--- config.mk ---
export PLATFORM = sky130hd
export DESIGN_NAME = pixel_writer
export DESIGN_NICKNAME = d
export VERILOG_FILES = /design/src/rtl/pixel_writer.sv
export SDC_FILE = /design/constraint.sdc
export NUM_CORES = 1
export LEC_CHECK = 0
export CELL_PAD_IN_SITES_DETAIL_PLACEMENT = 1
export CELL_PAD_IN_SITES_GLOBAL_PLACEMENT = 1
export CORE_ASPECT_RATIO = 0.5
export CORE_MARGIN = 2
export CORE_UTILIZATION = 45
export CTS_CLUSTER_SIZE = 20
export DETAILED_ROUTE_END_ITERATION = 10
export GPL_ROUTABILITY_DRIVEN = 0
export PLACE_DENSITY = 0.89
export SYNTH_ARGS = -nofsm -noshare
export SYNTH_HDL_FRONTEND = slang
export SYNTH_SLANG_ARGS = --single-unit
--- constraint.sdc ---
create_clock -name clock -period 8.7 [get_ports clock]
set_input_delay 1.74 -clock clock [delete_from_list [all_inputs] [get_ports clock]]
set_output_delay 1.74 -clock clock [all_outputs]
set_load 0.01 [all_outputs]
--- src/rtl/pixel_writer.sv ---
// -----------------------------------------------------------------------------
// pixel_writer
//
// Last stage of the shape renderers. It takes the (x,y,colour) pixel stream
// from a renderer and drops pixels that fall off the visible screen. Surviving
// pixels are buffered in a small FIFO. One pixel per cycle is issued to the
// framebuffer write port as a registered one-cycle plot strobe, while
// mem_ready allows it. The linear framebuffer address (y*SCREEN_W + x) is
// computed alongside the strobe. Two wrapping 16-bit debug counters track
// plotted and clipped pixels.
//
// Ports
//   clock        : single clock, all state on the rising edge
//   resetn       : asynchronous active-low reset
//   clear        : synchronous flush (FIFO, pending plot, counters)
//   in_valid     : renderer presents a pixel
//   in_x/in_y    : pixel coordinates
//   in_color     : pixel colour
//   in_ready     : FIFO not full; a pixel is taken on in_valid & in_ready
//   mem_ready    : framebuffer accepts a write this cycle
//   vga_plot     : one-cycle write strobe
//   vga_x/vga_y  : write coordinates (valid with vga_plot, held otherwise)
//   vga_colour   : write colour (valid with vga_plot, held otherwise)
//   vga_addr     : vga_y*SCREEN_W + vga_x (valid with vga_plot, held otherwise)
//   busy         : FIFO non-empty or a plot strobe is in flight
//   pix_written  : number of plot strobes issued (wraps)
//   pix_clipped  : number of accepted pixels dropped as off-screen (wraps)
// -----------------------------------------------------------------------------
module pixel_writer #(
  parameter int X_W        = 8,
  parameter int Y_W        = 7,
  parameter int COLOR_W    = 3,
  parameter int SCREEN_W   = 160,
  parameter int SCREEN_H   = 120,
  parameter int ADDR_W     = 15,
  parameter int FIFO_DEPTH = 4
) (
  input  logic               clock,
  input  logic               resetn,
  input  logic               clear,
  input  logic               in_valid,
  input  logic [X_W-1:0]     in_x,
  input  logic [Y_W-1:0]     in_y,
  input  logic [COLOR_W-1:0] in_color,
  output logic               in_ready,
  input  logic               mem_ready,
  output logic               vga_plot,
  output logic [X_W-1:0]     vga_x,
  output logic [Y_W-1:0]     vga_y,
  output logic [COLOR_W-1:0] vga_colour,
  output logic [ADDR_W-1:0]  vga_addr,
  output logic               busy,
  output logic [15:0]        pix_written,
  output logic [15:0]        pix_clipped
);

  localparam int PTR_W = $clog2(FIFO_DEPTH);
  localparam int CNT_W = PTR_W + 1;

  localparam logic [CNT_W-1:0] FULL_CNT = CNT_W'(FIFO_DEPTH);
  // One extra bit so that a screen size equal to 2**X_W still compares correctly.
  localparam logic [X_W:0]     X_LIMIT  = (X_W + 1)'(SCREEN_W);
  localparam logic [Y_W:0]     Y_LIMIT  = (Y_W + 1)'(SCREEN_H);
  localparam logic [ADDR_W-1:0] ROW_PITCH = ADDR_W'(SCREEN_W);

  typedef struct packed {
    logic [X_W-1:0]     x;
    logic [Y_W-1:0]     y;
    logic [COLOR_W-1:0] color;
  } pixel_t;

  // ---------------------------------------------------------------------------
  // FIFO state
  // ---------------------------------------------------------------------------
  pixel_t           fifo_mem [FIFO_DEPTH];
  logic [PTR_W-1:0] wr_ptr;
  logic [PTR_W-1:0] rd_ptr;
  logic [CNT_W-1:0] count;

  logic   fifo_empty;
  logic   in_range;
  logic   accept;
  logic   push;
  logic   pop;
  logic   clip;
  pixel_t head;
  logic [ADDR_W-1:0] head_addr;

  // in_ready comes from the registered count alone. A full FIFO refuses
  // input even in a cycle where it pops, so there is no bypass path from
  // mem_ready to in_ready.
  assign in_ready   = (count != FULL_CNT);
  assign fifo_empty = (count == '0);
  assign busy       = !fifo_empty || vga_plot;

  assign in_range = ({1'b0, in_x} < X_LIMIT) && ({1'b0, in_y} < Y_LIMIT);
  assign accept   = in_valid && in_ready;

  // clear wins over everything: a pixel accepted in a clear cycle is discarded.
  assign push = accept &&  in_range && !clear;
  assign clip = accept && !in_range && !clear;
  assign pop  = !fifo_empty && mem_ready && !clear;

  assign head      = fifo_mem[rd_ptr];
  assign head_addr = ADDR_W'(head.y) * ROW_PITCH + ADDR_W'(head.x);

  // NOTE: the storage array has no reset. Every entry is written before it
  // is read (count guards the read side), so resetting it only costs logic.
  always_ff @(posedge clock) begin
    if (push) begin
      fifo_mem[wr_ptr] <= '{x: in_x, y: in_y, color: in_color};
    end
  end

  // ---------------------------------------------------------------------------
  // Pointers, count, plot strobe and debug counters
  // ---------------------------------------------------------------------------
  // NOTE: all state below uses non-blocking assignments. Every register then
  // sees pre-edge values, so push and pop can act on the same edge safely.
  always_ff @(posedge clock or negedge resetn) begin
    if (!resetn) begin
      wr_ptr      <= '0;
      rd_ptr      <= '0;
      count       <= '0;
      vga_plot    <= 1'b0;
      vga_x       <= '0;
      vga_y       <= '0;
      vga_colour  <= '0;
      vga_addr    <= '0;
      pix_written <= '0;
      pix_clipped <= '0;
    end else if (clear) begin
      wr_ptr      <= '0;
      rd_ptr      <= '0;
      count       <= '0;
      vga_plot    <= 1'b0;
      pix_written <= '0;
      pix_clipped <= '0;
    end else begin
      if (push) begin
        wr_ptr <= wr_ptr + PTR_W'(1);
      end

      if (pop) begin
        rd_ptr <= rd_ptr + PTR_W'(1);
      end

      unique case ({push, pop})
        2'b10:   count <= count + CNT_W'(1);
        2'b01:   count <= count - CNT_W'(1);
        default: count <= count;
      endcase

      // The strobe is registered together with its payload. The payload
      // holds its last value while no plot is issued.
      vga_plot <= pop;
      if (pop) begin
        vga_x       <= head.x;
        vga_y       <= head.y;
        vga_colour  <= head.color;
        vga_addr    <= head_addr;
        pix_written <= pix_written + 16'd1;
      end

      if (clip) begin
        pix_clipped <= pix_clipped + 16'd1;
      end
    end
  end

endmodule

==> summary.txt <==
Route
  – Vias post-DR: 3980
  – WL/cell: 19.9 µm
  – Antenna viol nets, final: 0
  – Drt via density: 5.32
  – Routed wire length: 14900 µm
  – # DRC: 0
  – Drt first pass iters: 5
  – Starting DRT DRC Count: 216

STA
  – Final slew viol count: 0
  – Worst slew pin tran: 0.976 ns
  – RSZ-0062 raised after global routing: false
  – Count of final hold-check violations: 0
  – Endpoints failing setup: 0
  – Fin crit share: 53.7%
  – Worst Skew: 0.0105 ns
  – Period minus WS final: 4.68 ns
  – Slew headroom: 35.0%
  – Fmax: 214 MHz
  – Fin Setup TNS: 0 ns

Global route
  – First-pass GRT wire length: between 20000 and 25000 µm
  – Grt met2 use: 34.7%
  – Met1 GRT Util: between 20% and 30%
  – Final global-route overflow total: 0
  – Global routing's busiest layer: met2
  – Total GRT Usage: 21.4%
  – Initial antenna violation count: 0
  – Vias in the first global route: about 4200
  – Largest net degree at the start of global routing: slightly below 70
  – GR Layer Usage met3: approximately 5.5%

Layout
  – Share of layout cells above drive strength 1: between 10% and 20%
  – Area Overhead vs Synth: 26.2%
  – Layout fillers: 1331
  – Final Non-Filler Cells: 748
  – Nets: 604
  – Final Cell Area: approximately 7700 µm²
  – Area occupied by multi-input gates: 2120 µm²
  – Diodes inserted: 0
  – Register area: 3860 µm²

Status
  – Outcome: completed

Setup path
  – Nature of the critical path endpoint: register
  – Crit path kind: primary input to register
  – CP Max Fanout: 41
  – Setup crit start kind: primary input
  – Worst EP arrival: 4.96 ns
  – Worst path required time: 8.98 ns

Clocking
  – Clock Tree Buf Depth: 2
  – Hold-fix buffers, CTS: 0
  – H-tree Lvls: 4
  – Post-CTS Setup Inserts: 0
  – CTS tree: built
  – CTS Sinks: 140
  – PostCTS Resize Cnt: 0
  – Worst skew pair latency: ~0.42 ns
  – CTS root buf: clkbuf_16
  – Reg clk slew, reported paths: 0.06 ns
  – Total CTS buffers: 17

Power
  – Power per cell area: slightly below 300 nW/µm²
  – Leakage: 0.00303 µW
  – Maximum vdd drop: around 0.00012 V

Synthesis
  – Syn Inst Count: roughly 470
  – Synth Flop Type: edfxtp_1
  – Unique masters post-synth: 46
  – Async set or reset register ratio after synthesis: 48.6%
  – Syn_area_per_cell: approximately 13 µm²
  – Synth warnings: 0
  – FF+latch count, synth: 140
  – Syn Nets: 512
  – Register area share after synthesis: 62.9%
  – Synthesized area: 6140 µm²
  – Number of synthesized flops with an enable pin: 72

Floorplanning
  – Die Wd: 169 µm
  – # IOs: 91
  – Die ar.: 14700 µm²
  – Row count: 30
  – Initial Utilization: 45.7%
  – Die Span Y: 86.6 µm
  – Core area: 13400 µm²

Placed design
  – PortBufs: 90
  – Placed insts: 716
  – Area of placed instances: about 7200 µm²
  – Detailed placement HPWL: between 9000 and 10000 µm

Job
  – MaxCap Viol Count: 0

Worst hold path
  – Tightest Hold Check Type: register to register
## path summary, 6_finish.rpt
check	startpoint	to	slack [ns]	cells past startpoint
min in group asynchronous	resetn	vga_addr[13]	1.51	2
max in group asynchronous	resetn	pix_written[13]	6.57	2
worst min-delay path	vga_x[7]	vga_x[7]	0.48	2
worst min register to register	vga_x[7]	vga_x[7]	0.48	2
worst max register to register	rd_ptr[0]	vga_addr[13]	5.04	11
worst max-delay path	clear	count[2]	4.02	10
## cells by family (layout without fill, tap and decap cells)
family / after synthesis / in the layout / synth area share (%)
AND/OR/NAND/NOR: 169 / 169 / 12.5
flip-flops: 140 / 140 / 62.9
XOR/XNOR: 45 / 45 / 6.42
AO/OA/AOI/OAI: 38 / 38 / 3.75
buffers and inverters: 32 / 137 / 2.49
adder cells (fa/ha/maj): 22 / 22 / 4.85
multiplexers: 21 / 21 / 7.11
## cells in the final DEF, fill, tap and decap left out, types with 2 or more instances in the layout
master	netlist	routed
nand2b_1	2	2
nor3_1	4	4
xor2_1	29	29
edfxtp_1	72	72
nor2b_1	2	2
nand4_1	9	9
a21o_1	2	2
clkbuf_16	0	18
dfrtp_1	68	68
inv_1	10	10
nor2_1	44	44
xnor2_1	16	16
fa_1	3	3
nand2_1	79	79
mux2i_1	2	2
nand3_1	9	9
o21ai_0	17	17
mux4_2	18	18
a211oi_1	3	3
a21oi_1	8	8
buf_4	5	5
or3_1	3	3
and3_1	2	2
and2_1	6	6
clkbuf_8	0	3
clkdlybuf4s50_1	0	89
clkinv_2	0	5
ha_1	19	19
clkbuf_1	10	4
## routing by layer
layer	up-vias	share of wire, %
met5	-	0
met4	0	2.2
met3	28	4.7
met2	109	48
met1	2016	45
li1	1827	-
## area by class of cell
class | instances | area share [%]
Clock inverter | 7 | 0.791
Inverter | 10 | 0.485
Timing Repair Buffer | 95 | 12.0
Tap cell | 176 | 2.84
Clock buffer | 25 | 6.54
Sequential cell | 140 | 49.9
Multi-Input combinational cell | 295 | 27.4
## through the flow
step,hold WS [ns],power [µW],utilization [%],setup slack (ns)
6_report,0.478,2240,57.6,4.02
5_1_grt,0.515,2360,57.6,3.84
2_1_floorplan,0.514,1270,-,5.03
3_3_place_gp,0.466,1500,53.4,3.85
3_5_place_dp,0.466,1540,53.4,3.69
4_1_cts,0.486,2250,57.6,4.04
## Yosys cell counts (all sizes together), types with 2 or more instances
cell	number	area, µm²
a211oi	3	22.5
a21o	2	15.0
a21oi	8	40.0
and2	6	37.5
and3	2	12.5
buf	12	77.6
clkbuf	10	37.5
dfrtp	68	1700
edfxtp	72	2160
fa	3	60.1
ha	19	238
inv	10	37.5
mux2i	2	20.0
mux4	18	405
nand2	79	297
nand2b	2	12.5
nand3	9	45.0
nand4	9	56.3
nor2	44	165
nor2b	2	12.5
nor3	5	30.0
nor3b	2	20.0
o21ai	17	85.1
or3	4	30.0
xnor2	16	140
xor2	29	254
## report_power, final
| part | internal, µW | leakage [µW] | switching, µW |
|---|---|---|---|
| logic | 344 | 0.00119 | 355 |
| clock network | 431 | 0.000286 | 273 |
| registers | 782 | 0.00156 | 59.0 |
## state kept, by name (all words and copies together) (netlist names)
register and count:
wr_ptr 2, vga_y 7, pix_clipped 16, rd_ptr 2
pix_written 16, vga_colour 3, vga_addr 10, count 3
vga_x 8, vga_plot 1, fifo_mem 72
## worst max-delay path: stages
cell and delay [ns]:
clkdlybuf4s50_1 0.45, buf_4 0.38, nand2b_1 0.18, buf_4 0.35, inv_1 0.48, and2_1 0.31
fa_1 0.43, nand2b_1 0.09, o21ai_0 0.10, a211oi_1 0.42
(Power assumes the default switching activity.)
==> variant 1 (same settings) <==
Set the parameter `ADDR_W` to 16 (it was 15).
--- a/src/rtl/pixel_writer.sv
+++ b/src/rtl/pixel_writer.sv
@@ -32,7 +32,7 @@
   parameter int COLOR_W    = 3,
   parameter int SCREEN_W   = 160,
   parameter int SCREEN_H   = 120,
-  parameter int ADDR_W     = 15,
+  parameter int ADDR_W     = 16,
   parameter int FIFO_DEPTH = 4
 ) (
   input  logic               clock,
Ports: changed (resized vga_addr); port bits go from 91 to 92. No check against the original RTL was run, so the function may have changed too.
==> variant 1 against the unedited design <==
Total power up 2.2%; design area up 1.2%; worst hold slack better by 4.9 ps; worst setup slack better by 130 ps; routed wire length up 0.15%; combinational power up 1%; sequential cell count up 1; synthesized area up 1.2%.
==> variant 1: results <==
metrics = {
    "grt": {
        "grt_start_max_net_pins": 70,
        "grt_pass1_vias": 4444,
        "global_route.usage.total_pct": 22.0,
        "grt_first_pass_wirelength_um": 24200,
    },
    "logic_synthesis": {
        "top_cells_by_instance_count_after_synthesis": "nand2_1 (80), edfxtp_1 (72), dfrtp_1 (69)",
        "syn_inst": 472,
        "syn_nets": 517,
        "synth-seq-area-share_pct": 62.6,
        "synth_cell_type_count": 43,
        "synth_top_cells_by_area": "edfxtp_1 (35%), dfrtp_1 (28%), mux4_2 (6.5%)",
        "postSynth.asyncResetShare_pct": 48.9,
    },
    "place": {
        "dpl.cell_count": 721,
        "pre_cts_ws_ps": 3730,
        "dp_hpwl_um": 9380,
        "buffer_ports.inserted": 91,
        "placed_cell_area_sq_mm": 0.00725,
    },
    "pwr": {
        "vdd_ir_drop_max_uv": 127,
        "sequentialPower_w": 0.000850,
        "sequentialPowerShare_pct": 37.0,
        "static-leakage-power_nw": 3.10,
        "netSwitchingFraction_pct": 31.1,
        "power_clock_w": 0.000735,
    },
    "route": {
        "met3_wire_len_um": 603,
        "totalWireLength_um": 14900,
        "detailroute.wirelength.met2_um": 7540,
        "routed-via-count": 4018,
        "detail_route.drc_violations": 0,
        "avgRoutedWirePerCell_um": 19.8,
        "drt-pass1-iter-count": 4,
        "routedLengthMet1_um": 6570,
        "drt_iter0_drc": 276,
    },
    "clock_tree": {
        "clock_pin_slew_reported_for_the_worst_setup_and_hold_paths_after_clock_tree_synthesis_ps": 60,
        "cts.hold.buffers_added": 0,
        "cts_setup_buffers": 0,
        "tritoncts.num_buffers": 17,
        "cts_htree_levels": 4,
    },
    "min_path": {
        "min-delay-path-class": "flip-flop to flip-flop",
        "worstHoldEndpoint": "vga_y[1]",
        "start_point_of_the_worst_hold_path": "vga_y[1]",
    },
    "worst_setup_path": {
        "worst_r2r_endpoint": "vga_addr[14]",
        "timing.critical_path.arrival_ps": 4830,
        "critical_path.top_delay_family": "buffers and inverters",
        "worst-r2r-cell-count": 9,
        "reg2reg_from": "rd_ptr[1]",
        "r2r_slack_ps": 5250,
    },
    "flow_run": {
        "max_cap_violations": 0,
    },
    "timing": {
        "finalHoldWorstSlack_ps": 483,
        "hold_violations": 0,
        "max_slew_margin_pct": 34.7,
        "finalCriticalPeriod_ps": 4540,
        "final.setup_skew_ps": 18.2,
    },
    "status": {
        "run_status": "finished, final reports clean",
    },
    "layout": {
        "post_route_cells_drive_above_1_share_pct": 11.1,
        "final_nets": 609,
        "biggestRegsByFlops": "fifo_mem: 72 flops, pix_clipped: 16 flops, pix_written: 16 flops",
    },
}
## variant 1: changes by cell type in the layout (fill, tap and decap cells not counted), sizes merged, moves of 3 or more
cell,delta
clkinvlp,+3
nor3,-3
clkbuf,-5
xor2,-3
nand3,+3
and4,+3
and2b,+3
and2,+4
## variant 1: cell families after synthesis
group                    Yosys count  synth area share, %
adder cells (fa/ha/maj)           22                 4.79
AND/OR/NAND/NOR                  179                 13.7
XOR/XNOR                          42                 5.92
flip-flops                       141                 62.6
multiplexers                      20                 6.85
AO/OA/AOI/OAI                     38                 3.79
buffers and inverters             30                 2.38
## variant 1: routing by layer
metal	GRT usage (%)	up-vias
li1	-	1845
met1	27.3	2046
met2	37.8	105
met3	5.09	22
met4	9.01	0
met5	0	-
## variant 1: layout make-up
cell class	count	area, sq um
multi-input cells	301	2170
clock inverters	12	146
fillers	1349	5670
flip-flops and latches	141	3890
repair buffers	94	931
inverters	9	33.8
clock buffers	20	447
well taps	176	220
==> variant 2 (config.mk and constraints unchanged) <==
Made on the original files. Reset style: synchronous (`resetn`), changed in one clocked block. Comments in the files are not updated.
--- a/src/rtl/pixel_writer.sv
+++ b/src/rtl/pixel_writer.sv
@@ -117,7 +117,7 @@
   // ---------------------------------------------------------------------------
   // NOTE: all state below uses non-blocking assignments. Every register then
   // sees pre-edge values, so push and pop can act on the same edge safely.
-  always_ff @(posedge clock or negedge resetn) begin
+  always_ff @(posedge clock) begin
     if (!resetn) begin
       wr_ptr      <= '0;
       rd_ptr      <= '0;
Formal check against the unedited RTL: differs if resetn is asserted again (counterexample within 4 cycles, from zero or initial values and one cycle with resetn low); with resetn held inactive, the same outputs for 4 cycles.
==> variant 2 against the unedited design <==
Highest routed layer unchanged; critical path type unchanged; sequential cell count is 2 higher; routed wire length is 15% higher; synthesized area is 3.1% lower; worst setup slack better by 160 ps; design area is 3.0% lower.
Power is not compared: it rests on default switching activity, and its combinational part moved more than twofold at a synthesized area within 25%.
==> variant 2: results <==
metrics = {
    "status": {
        "run_status": "finished, final reports clean",
    },
    "route": {
        "drt_iter0_drc": 272,
        "drt-pass1-iter-count": 4,
        "avgRoutedWirePerCell_um": 22.7,
        "routed-via-count": 4270,
    },
    "place": {
        "pre_cts_ws_ps": 3890,
        "dpl.cell_count": 723,
    },
    "grt": {
        "grt_pass1_vias": 4642,
        "grt_start_max_net_pins": 41,
        "global_route.usage.total_pct": 24.9,
        "grt_first_pass_wirelength_um": 26400,
    },
    "layout": {
        "post_route_cells_drive_above_1_share_pct": 8.38,
        "final_cells": 755,
        "num-fill-cells": 1314,
    },
    "worst_setup_path": {
        "worst_r2r_endpoint": "vga_addr[13]",
        "worst-r2r-cell-count": 8,
        "critical_path_peak_fanout": 38,
        "r2r_slack_ps": 4460,
        "crit_start": "mem_ready",
        "crit_end": "count[2]",
    },
    "logic_synthesis": {
        "postSynth.asyncResetShare_pct": 0,
        "syn_inst": 481,
        "synth-seq-area-share_pct": 59.9,
        "syn_nets": 527,
        "synth_top_cells_by_area": "edfxtp_1 (36%), dfxtp_1 (24%), mux4_2 (4.5%)",
        "synth_cell_type_count": 48,
        "top_cells_by_instance_count_after_synthesis": "edfxtp_1 (72), dfxtp_1 (70), nand2_1 (56)",
        "synth_enable_flop_cells": 72,
    },
    "timing": {
        "final.setup_skew_ps": 9.15,
    },
    "pwr": {
        "vdd_ir_drop_max_uv": 121,
    },
    "min_path": {
        "min-delay-path-class": "flip-flop to flip-flop",
        "start_point_of_the_worst_hold_path": "vga_addr[8]",
        "worstHoldEndpoint": "vga_addr[8]",
    },
}
==> variant 2: layout make-up <==
| class | count | share of cell area, % |
|---|---|---|
| clock inverters | 14 | 1.47 |
| flip-flops and latches | 142 | 47.4 |
| multi-input cells | 302 | 29.5 |
| well taps | 170 | 2.83 |
| clock buffers | 18 | 5.71 |
| inverters | 16 | 0.799 |
| repair buffers | 93 | 12.3 |
==> variant 2: power by group through the flow <==
| stage | clock network [W] | registers [W] | logic [W] |
|---|---|---|---|
| 3_5_place_dp | 0 | 0.000726 | 0.0000733 |
| 4_1_cts | 0.000684 | 0.000711 | 0.0000788 |
| 6_report | 0.000678 | 0.000711 | 0.0000798 |
| 5_1_grt | 0.000706 | 0.000712 | 0.0000845 |
| 3_3_place_gp | 0 | 0.000725 | 0.0000670 |
| 2_1_floorplan | 0 | 0.000725 | 0.0000399 |
==> variant 2: stage by stage <==
| stage | util, % | hold WS, ps |
|---|---|---|
| floorplan | - | 474 |
| global placement | 54.6 | 443 |
| detailed placement | 54.6 | 451 |
| CTS | 58.8 | 461 |
| global route | 58.8 | 481 |
| finish | 58.8 | 457 |
==> variant 2: per-layer routing <==
metal	GRT usage, %	wire (um)	vias to the layer above
met2	45.0	8820	156
met5	0	0	-
met1	28.3	6940	2150
met3	5.08	701	53
met4	13.3	691	0
li1	-	-	1911
==> variant 2: kinds of logic after synthesis <==
group           synth area share, %
simple gates                   12.3
buf+inv                        2.84
flops                          59.9
fa+ha+maj                      5.22
mux                            7.70
xor+xnor                       5.45
compound gates                 6.63
==> variant 2: critical path: stages <==
cell and delay, ps:
clkdlybuf4s50_1 460, o31a_1 270, nand2_1 100, buf_4 240
inv_2 540, ha_1 320, inv_1 70, fa_1 390
xor2_1 170, or3_1 330, a21oi_1 190
